File: config.mk
export PLATFORM = sky130hd
export DESIGN_NAME = pbit_sweep_scheduler
export DESIGN_NICKNAME = d
export VERILOG_FILES = /design/src/rtl/pbit_sweep_scheduler.sv
export SDC_FILE = /design/constraint.sdc
export NUM_CORES = 1
export LEC_CHECK = 0
export ABC_AREA = 1
export CORE_ASPECT_RATIO = 2
export CORE_MARGIN = 10
export CORE_UTILIZATION = 25
export CTS_CLUSTER_DIAMETER = 40
export CTS_CLUSTER_SIZE = 12
export DETAILED_ROUTE_END_ITERATION = 16
export PLACE_DENSITY_LB_ADDON = 0.2
export SYNTH_ARGS = -nofsm -noshare
export SYNTH_HDL_FRONTEND = slang
export SYNTH_SLANG_ARGS = --single-unit
File: constraint.sdc
create_clock -name clk -period 2.7 [get_ports clk]
set_clock_uncertainty 0.2 [all_clocks]
set_input_delay 0.27 -clock clk [delete_from_list [all_inputs] [get_ports clk]]
set_output_delay 0.27 -clock clk [all_outputs]
set_load 0.05 [all_outputs]
File: src/rtl/pbit_sweep_scheduler.sv
// Round-robin one-hot p-bit update sequencer with settle gaps and a per-sweep state snapshot.
// Latency: upd_en is registered (valid in the UPDATE cycle itself); the snapshot is visible the cycle after SAMPLE.
// Backpressure: single-entry sample buffer; an unread sample is overwritten and flags sticky overflow.
// Option: define PBIT_SCHED_SKIP_CLAMPED_EN to drop clamped p-bits' slots from the sweep entirely.
module pbit_sweep_scheduler #(
    parameter int N_PBITS = 5,
    parameter int GAP_W   = 4,
    parameter int SWEEP_W = 16
) (
    input  logic               clk,
    input  logic               rst_n,
    input  logic               start,
    input  logic               stop,
    input  logic [GAP_W-1:0]   gap_cycles,
    input  logic [SWEEP_W-1:0] num_sweeps,
    input  logic [N_PBITS-1:0] clamp_mask,
    input  logic [N_PBITS-1:0] pbit_state,
    output logic [N_PBITS-1:0] upd_en,
    output logic               busy,
    output logic               done,
    output logic [SWEEP_W-1:0] sweep_count,
    output logic               sample_valid,
    input  logic               sample_ready,
    output logic [N_PBITS-1:0] sample_data,
    output logic               overflow
);

    localparam int IW = $clog2(N_PBITS + 1);
    localparam logic [IW-1:0] NONE = IW'(N_PBITS);

`ifdef PBIT_SCHED_SKIP_CLAMPED_EN
    localparam bit SKIP = 1'b1;
`else
    localparam bit SKIP = 1'b0;
`endif

    typedef enum logic [2:0] {S_IDLE, S_UPDATE, S_SETTLE, S_SAMPLE, S_DONE} state_t;

    state_t             state_q;
    logic [IW-1:0]      idx_q;
    logic [GAP_W-1:0]   gap_q;
    logic [GAP_W-1:0]   gap_cnt_q;
    logic [SWEEP_W-1:0] num_q;
    logic [SWEEP_W-1:0] cnt_q;
    logic [N_PBITS-1:0] clamp_q;
    logic [N_PBITS-1:0] upd_en_q;
    logic [N_PBITS-1:0] sample_data_q;
    logic               busy_q;
    logic               done_q;
    logic               sample_valid_q;
    logic               overflow_q;

    // First slot at or after 'from' that owns a cycle; NONE when the sweep is exhausted.
    function automatic logic [IW-1:0] next_slot(input logic [IW-1:0] from,
                                                input logic [N_PBITS-1:0] mask);
        logic [IW-1:0] r;
        r = NONE;
        for (int i = N_PBITS - 1; i >= 0; i--) begin
            if (i >= int'(from) && !(SKIP && mask[i])) r = IW'(i);
        end
        return r;
    endfunction

    function automatic logic [N_PBITS-1:0] slot_en(input logic [IW-1:0] idx,
                                                   input logic [N_PBITS-1:0] mask);
        return (N_PBITS'(1) << idx) & ~mask;
    endfunction

    logic [IW-1:0]      start_idx;
    logic [IW-1:0]      adv_idx;
    logic [IW-1:0]      wrap_idx;
    logic [SWEEP_W-1:0] cnt_inc;
    logic               last_sweep;
    logic               adv_now;

    assign start_idx  = next_slot('0, clamp_mask);
    assign adv_idx    = next_slot(idx_q + IW'(1), clamp_q);
    assign wrap_idx   = next_slot('0, clamp_q);
    assign cnt_inc    = cnt_q + SWEEP_W'(1);
    assign last_sweep = (num_q != '0) && (cnt_inc == num_q);
    assign adv_now    = !stop && (((state_q == S_UPDATE) && (gap_q == '0)) ||
                                  ((state_q == S_SETTLE) && (gap_cnt_q == GAP_W'(1))));

    always_ff @(posedge clk or negedge rst_n) begin
        if (!rst_n) begin
            state_q        <= S_IDLE;
            idx_q          <= '0;
            gap_q          <= '0;
            gap_cnt_q      <= '0;
            num_q          <= '0;
            cnt_q          <= '0;
            clamp_q        <= '0;
            upd_en_q       <= '0;
            sample_data_q  <= '0;
            busy_q         <= 1'b0;
            done_q         <= 1'b0;
            sample_valid_q <= 1'b0;
            overflow_q     <= 1'b0;
        end else begin
            upd_en_q <= '0;
            done_q   <= 1'b0;
            if (sample_valid_q && sample_ready) sample_valid_q <= 1'b0;

            case (state_q)
                S_IDLE: begin
                    if (start && !stop) begin
                        gap_q      <= gap_cycles;
                        num_q      <= num_sweeps;
                        clamp_q    <= clamp_mask;
                        cnt_q      <= '0;
                        overflow_q <= 1'b0;
                        busy_q     <= 1'b1;
                        if (start_idx == NONE) begin
                            idx_q   <= '0;
                            state_q <= S_SAMPLE;
                        end else begin
                            idx_q    <= start_idx;
                            upd_en_q <= slot_en(start_idx, clamp_mask);
                            state_q  <= S_UPDATE;
                        end
                    end
                end
                S_UPDATE: begin
                    if (stop) begin
                        state_q <= S_IDLE;
                        busy_q  <= 1'b0;
                    end else if (gap_q != '0) begin
                        gap_cnt_q <= gap_q;
                        state_q   <= S_SETTLE;
                    end
                end
                S_SETTLE: begin
                    if (stop) begin
                        state_q <= S_IDLE;
                        busy_q  <= 1'b0;
                    end else if (gap_cnt_q != GAP_W'(1)) begin
                        gap_cnt_q <= gap_cnt_q - GAP_W'(1);
                    end
                end
                S_SAMPLE: begin
                    if (stop) begin
                        state_q <= S_IDLE;
                        busy_q  <= 1'b0;
                    end else begin
                        sample_data_q  <= pbit_state;
                        sample_valid_q <= 1'b1;
                        if (sample_valid_q && !sample_ready) overflow_q <= 1'b1;
                        cnt_q <= cnt_inc;
                        if (last_sweep) begin
                            done_q  <= 1'b1;
                            state_q <= S_DONE;
                        end else if (wrap_idx == NONE) begin
                            idx_q   <= '0;
                            state_q <= S_SAMPLE;
                        end else begin
                            idx_q    <= wrap_idx;
                            upd_en_q <= slot_en(wrap_idx, clamp_q);
                            state_q  <= S_UPDATE;
                        end
                    end
                end
                S_DONE: begin
                    state_q <= S_IDLE;
                    busy_q  <= 1'b0;
                end
                default: begin
                    state_q <= S_IDLE;
                    busy_q  <= 1'b0;
                end
            endcase

            // Shared exit from the end of an UPDATE or SETTLE slot.
            if (adv_now) begin
                if (adv_idx == NONE) begin
                    idx_q   <= '0;
                    state_q <= S_SAMPLE;
                end else begin
                    idx_q    <= adv_idx;
                    upd_en_q <= slot_en(adv_idx, clamp_q);
                    state_q  <= S_UPDATE;
                end
            end
        end
    end

    assign upd_en       = upd_en_q;
    assign busy         = busy_q;
    assign done         = done_q;
    assign sweep_count  = cnt_q;
    assign sample_valid = sample_valid_q;
    assign sample_data  = sample_data_q;
    assign overflow     = overflow_q;

endmodule
Yosys cells after proc, flatten, opt, wreduce, memory -nomap -nowiden
Index checks and enable logic that the tools add are counted.

Add/sub/neg operators: 3. Magnitude comparators: 5. Equality and inequality tests: 20. Shift operators: 1. Mux-type cells: 47. Bitwise operators: 4. Reductions and logical operators: 26.

Operator list (count): $mux 3 (16); $mux 16 (2); $pmux 16 s2 (1); $add 16x1->16 const B (1); $eq 16x16->1 (1); $mux 4 (4); $reduce_bool 16->1 (1); $mux 1 (15); $ne 3x3->1 const B (4); $pmux 3 s4 (1); $mux 5 (2); $ne 2x2->1 const B (5); $pmux 4 s2 (1); $reduce_and 4->1 (2); $logic_and 1x1->1 (7); $eq 3x2->1 const B (2); $ge 1x3->1 const A (2); $ge 2x3->1 const A (2); $ne 2x1->1 const B (3); $pmux 1 s2 (3); $pmux 3 s2 (1); $reduce_and 2->1 (3); $reduce_and 3->1 (2); $and 5x5->5 (1); 21 further kinds (24).

Flip-flop bits (word level): 65. Bits of input ports: 35. Logic and storage cells: 119.

Logic depth before layout (Yosys ltp)
Depth after elaboration: 11. Depth in mapped cells: 16. Depth with buffers taken out: 16.

Worst setup path after synthesis
OpenSTA, ideal clock, no wires.

Path type: reg-to-reg. Start point: register cnt_q[0], in the netlist sweep_count[0]. End point: register idx_q[0]. Arrival time: 2.086 ns. Required time: 2.435 ns. Path slack: 0.350 ns. Stages on the path, launching flop included: 16. Buffers on the path: 0. Period minus slack after synthesis: 2.350 ns. Cells stage by stage: dfrtp_1 -> ha_1 -> nand2_1 -> nor2_4 -> nand3_1 -> nand3_2 -> nand2_1 -> nor2_1 -> nand2_1 -> nor2_1 -> nand3_1 -> nand2_2 -> nand2_2 -> nand2_2 -> nand2_1 -> nand2_1.

Longest elaborated chain between the ends: 5.

Ends and longest elaborated chain: start, declared (line 44) `logic [SWEEP_W-1:0] cnt_q;`; start signal, assigned (line 148) `cnt_q <= cnt_inc;`; $add 16x1->16 (line 79) `assign cnt_inc = cnt_q + SWEEP_W'(1);`; $eq 16x16->1 (line 80) `assign last_sweep = (num_q != '0) && (cnt_inc == num_q);`; $logic_and 1x1->1 (line 80); $ne 3x3->1 (no line); $reduce_and 4->1 (no line); end signal, assigned (line 117) `idx_q <= start_idx;`; end signal, assigned (line 156) `idx_q <= wrap_idx;`; end signal, assigned (line 178) `idx_q <= adv_idx;`; end, declared (line 40) `logic [IW-1:0] idx_q;`.

Every way passes these cells. A chain may end at the register's enable or synchronous reset.

Final worst setup path
Start point: register cnt_q[0], in the netlist sweep_count[0]. End point: register done_q, in the netlist done.

Longest elaborated chain between the ends: 6.

Ends and longest elaborated chain: $add 16x1->16 (line 79); $eq 16x16->1 (line 80); $logic_and 1x1->1 (line 80); $mux 1 (line 149) `if (last_sweep) begin`; $mux 1 (line 141) `if (stop) begin`; $mux 1 (line 104) `case (state_q)`; end signal, assigned (line 96) `done_q <= 1'b0;`; end signal, assigned (line 101) `done_q <= 1'b0;`; end signal, assigned (line 150) `done_q <= 1'b1;`; end, declared (line 49) `logic done_q;`.

Every way passes these cells.

==> impl_metrics.env <==
export IMPL_hold_path_startpoint="clamp_q[2]"
export IMPL_placedInstanceArea_mm2=0.00449
export IMPL_route_detailed_drc=0
export IMPL_die_y_um=189
export IMPL_grt_util_met3_pct=2.45
export IMPL_layout_area_overhead_vs_synth_pct=33.8
export IMPL_drtAntennaViolNets=0
export IMPL_grt_setup_unrepaired="no"
export IMPL_number_of_global_route_vias_before_repair=3670
export IMPL_nNetsFinal=609
export IMPL_max_slew_margin_rel_pct=55.4
export IMPL_switching_share_pct=44.7
export IMPL_half_perimeter_wire_length_after_placement_mm=9.28
export IMPL_min_path_type="reg2reg"
export IMPL_die_x_um=105
export IMPL_syn_mean_instance_area_um2=7.24
export IMPL_worstPathRequired_ns=2.76
export IMPL_postRouteWirelength_mm=11.7
export IMPL_finalHoldViolations=0
export IMPL_syn_num_nets=536
export IMPL_port_buffers=64
export IMPL_antenna_cells_inserted=0
export IMPL_end_kind="flop"
export IMPL_grt_pass1_wl_mm=18.9
export IMPL_core_mm2=0.0140
export IMPL_cts_setup_buffers=0
export IMPL_grt_start_max_net_pins=40
export IMPL_transition_at_the_pin_with_the_smallest_max_transition_slack_ns=0.669
export IMPL_timing_final_max_slew_violations=0
export IMPL_dieArea_mm2=0.0198
export IMPL_regToRegSetupSlack_ns=0.26
export IMPL_number_of_buffers_created_by_cts=9
export IMPL_global_route_peak_usage_layer="met2"
export IMPL_clk_root_buffer_cell="sky130_fd_sc_hd__clkbuf_16"
export IMPL_clk_insertion_delay_late_ns=0.34
export IMPL_clockBufferDepth=2
export IMPL_cts_tree="built"
export IMPL_grtUsageMet2_pct=23.8
export IMPL_reg2reg_to="done"
export IMPL_cellInternalPower_mw=2.76
export IMPL_setup_viol=0
export IMPL_synth_async_sr_flop_share_pct=100
export IMPL_track_usage_pct=12.1
export IMPL_start_kind="flop"
export IMPL_clkTransAtPathRegs_ns=0.06
export IMPL_power_static_leakage_nw=2.21
export IMPL_min_period_ns=2.44
export IMPL_floorplan_initialDensity_pct=25.6
export IMPL_yosysUniqueCellTypes=28
export IMPL_setup_worst_path_class="reg2reg"
export IMPL_share_clk_of_total_power_pct=23.6
export IMPL_timing_critical_path_fanout_max=7
export IMPL_final_period_utilization_pct=90.4
export IMPL_hold_depth=1
export IMPL_layout_cells_non_filler=762
export IMPL_gp_routability_congestion=0.862
export IMPL_timing_max_cap_violations=0
export IMPL_floorplan_rows=61
export IMPL_final_common_cell="sky130_fd_sc_hd__nand2_1"
export IMPL_yosys_warnings=0
export IMPL_routed_wire_length_per_instance_um=15.4
export IMPL_antenna_found_initial=0
export IMPL_irDropWorstVdd_uv=433
export IMPL_post_route_cell_area_mm2=0.00479
export IMPL_tns_ns=0
export IMPL_r2r_start="sweep_count[0]"
export IMPL_dpl_cell_count=745
export IMPL_final_cell_mix="sky130_fd_sc_hd__nand2_1, sky130_fd_sc_hd__inv_1, sky130_fd_sc_hd__dfrtp_1"
export IMPL_gr_usage_met1_pct=11.6
export IMPL_synth_flop_cell="sky130_fd_sc_hd__dfrtp_1"
export IMPL_power_frac_comb_pct=44.4
export IMPL_run_status="finished clean"
export IMPL_reg2reg_depth=11
export IMPL_p_switching_mw=2.23
export IMPL_synth_seq_cells=65
export IMPL_max_freq_mhz=410
export IMPL_drt_pass1_iter_count=4
export IMPL_syn_area_mm2=0.00358
export IMPL_num_io_pins=65
export IMPL_power_density_mw_per_mm2=1040
export IMPL_hold_path_end="upd_en[2]"
export IMPL_final_core_utilization_pct=34.3
export IMPL_numClockSinks=65
export IMPL_drt_iter0_markers=137
export IMPL_post_route_cells_drive_above_1_share_pct=7.16
export IMPL_via_per_inst=4.49
export IMPL_synth_enable_flop_cells=0
export IMPL_worst_ep_arrival_time_ns=2.50
export IMPL_power_frac_seq_pct=32.0
export IMPL_netlist_instances=495
export IMPL_globalRouteOverflowTotal=0
export IMPL_holdWs_ns=0.238
export IMPL_route_vias_total=3424
export IMPL_seq_area_frac_synth_pct=45.4
export IMPL_htreeDepth=3
registers in the layout, indices dropped and copies added, names as in the netlist:
| register | count |
|---|---|
| busy | 1 |
| clamp_q | 5 |
| done | 1 |
| gap_cnt_q | 4 |
| gap_q | 4 |
| idx_q | 3 |
| num_q | 16 |
| overflow | 1 |
| sample_data | 5 |
| sample_valid | 1 |
| state_q | 3 |
| sweep_count | 16 |
| upd_en | 5 |
worst max-delay path, cell delays in order (launching register included):
cell	delay, ns
sky130_fd_sc_hd__dfrtp_1	0.45
sky130_fd_sc_hd__ha_1	0.34
sky130_fd_sc_hd__inv_1	0.06
sky130_fd_sc_hd__nand2_1	0.05
sky130_fd_sc_hd__nand2_1	0.05
sky130_fd_sc_hd__nor2_1	0.11
sky130_fd_sc_hd__nand3_1	0.08
sky130_fd_sc_hd__nor2_1	0.24
sky130_fd_sc_hd__nand4_1	0.17
sky130_fd_sc_hd__nor4_1	0.34
sky130_fd_sc_hd__nand2_1	0.12
sky130_fd_sc_hd__nor2_1	0.15
Yosys cell counts (2+ instances only):
library cell,count,area share (%)
sky130_fd_sc_hd__inv_1,73,7.6
sky130_fd_sc_hd__nand2_1,172,18
sky130_fd_sc_hd__nor2_1,36,3.8
sky130_fd_sc_hd__o21ai_0,37,5.2
sky130_fd_sc_hd__nand3_2,2,0.56
sky130_fd_sc_hd__nor4_1,4,0.70
sky130_fd_sc_hd__dfrtp_1,65,45
sky130_fd_sc_hd__clkbuf_1,9,0.94
sky130_fd_sc_hd__nand3_1,36,5.0
sky130_fd_sc_hd__ha_1,6,2.1
sky130_fd_sc_hd__a21oi_1,6,0.84
sky130_fd_sc_hd__nand4_1,10,1.7
sky130_fd_sc_hd__o211ai_1,4,0.84
sky130_fd_sc_hd__nor3_1,3,0.42
sky130_fd_sc_hd__nor2_2,4,0.70
sky130_fd_sc_hd__nor2_4,3,0.94
sky130_fd_sc_hd__o22ai_1,10,1.7
sky130_fd_sc_hd__nand2_2,5,0.87
layout make-up:
cell class	count	area, um^2
sequential	65	1630
inverter	74	278
multi-input combinational	347	1650
timing repair buffer	71	703
clock inverter	7	71.3
fill	1502	9180
tap	189	236
clock buffer	9	225
worst max-delay path by stage:
stage	from	end	depth (start not counted)	slack, ns
2_1_floorplan	sweep_count[0]	idx_q[0]	15	0.35
3_3_place_gp	sweep_count[0]	done	11	0.18
3_5_place_dp	sweep_count[0]	done	11	0.24
4_1_cts	sweep_count[0]	done	11	0.21
5_1_grt	sweep_count[0]	done	11	0.03
6_report	sweep_count[0]	done	11	0.26
logic make-up (layout without fill, tap and decap cells):
logic type / count (synthesis) / after routing / share of synthesized area [%]
adder cells (fa/ha/maj): 6 / 6 / 2.10
AND/OR/NAND/NOR: 277 / 277 / 33.3
buffers and inverters: 83 / 161 / 8.70
XOR/XNOR: 2 / 2 / 0.873
flip-flops: 65 / 65 / 45.4
AO/OA/AOI/OAI: 62 / 62 / 9.64
power groups by stage:
stage / Clock (mW) / Combinational (mW) / Sequential, mW
global route: 1.24 / 2.48 / 1.65
global placement: 0 / 2.23 / 1.61
detailed placement: 0 / 2.24 / 1.61
finish: 1.18 / 2.22 / 1.60
CTS: 1.21 / 2.25 / 1.60
floorplan: 0 / 1.13 / 1.93
timing repair:
| action | CTS | global route |
|---|---|---|
| hold endpoints to repair | 26 | 0 |
| resized for setup | 0 | 0 |
| hold buffers | 1 | 0 |
stage by stage:
stage	total power, mW	worst slack [ns]
after detailed placement	3.85	0.242
after CTS	5.06	0.211
final	4.99	0.258
after global routing	5.37	0.0259
after floorplan	3.06	0.350
after global placement	3.84	0.183
routing by layer:
layer	vias to the layer above	wire [um]
met5	-	0
met4	0	327
met3	19	371
met2	71	6740
met1	1616	4290
li1	1718	-
No activity file was read; power rests on OpenSTA's default activity.
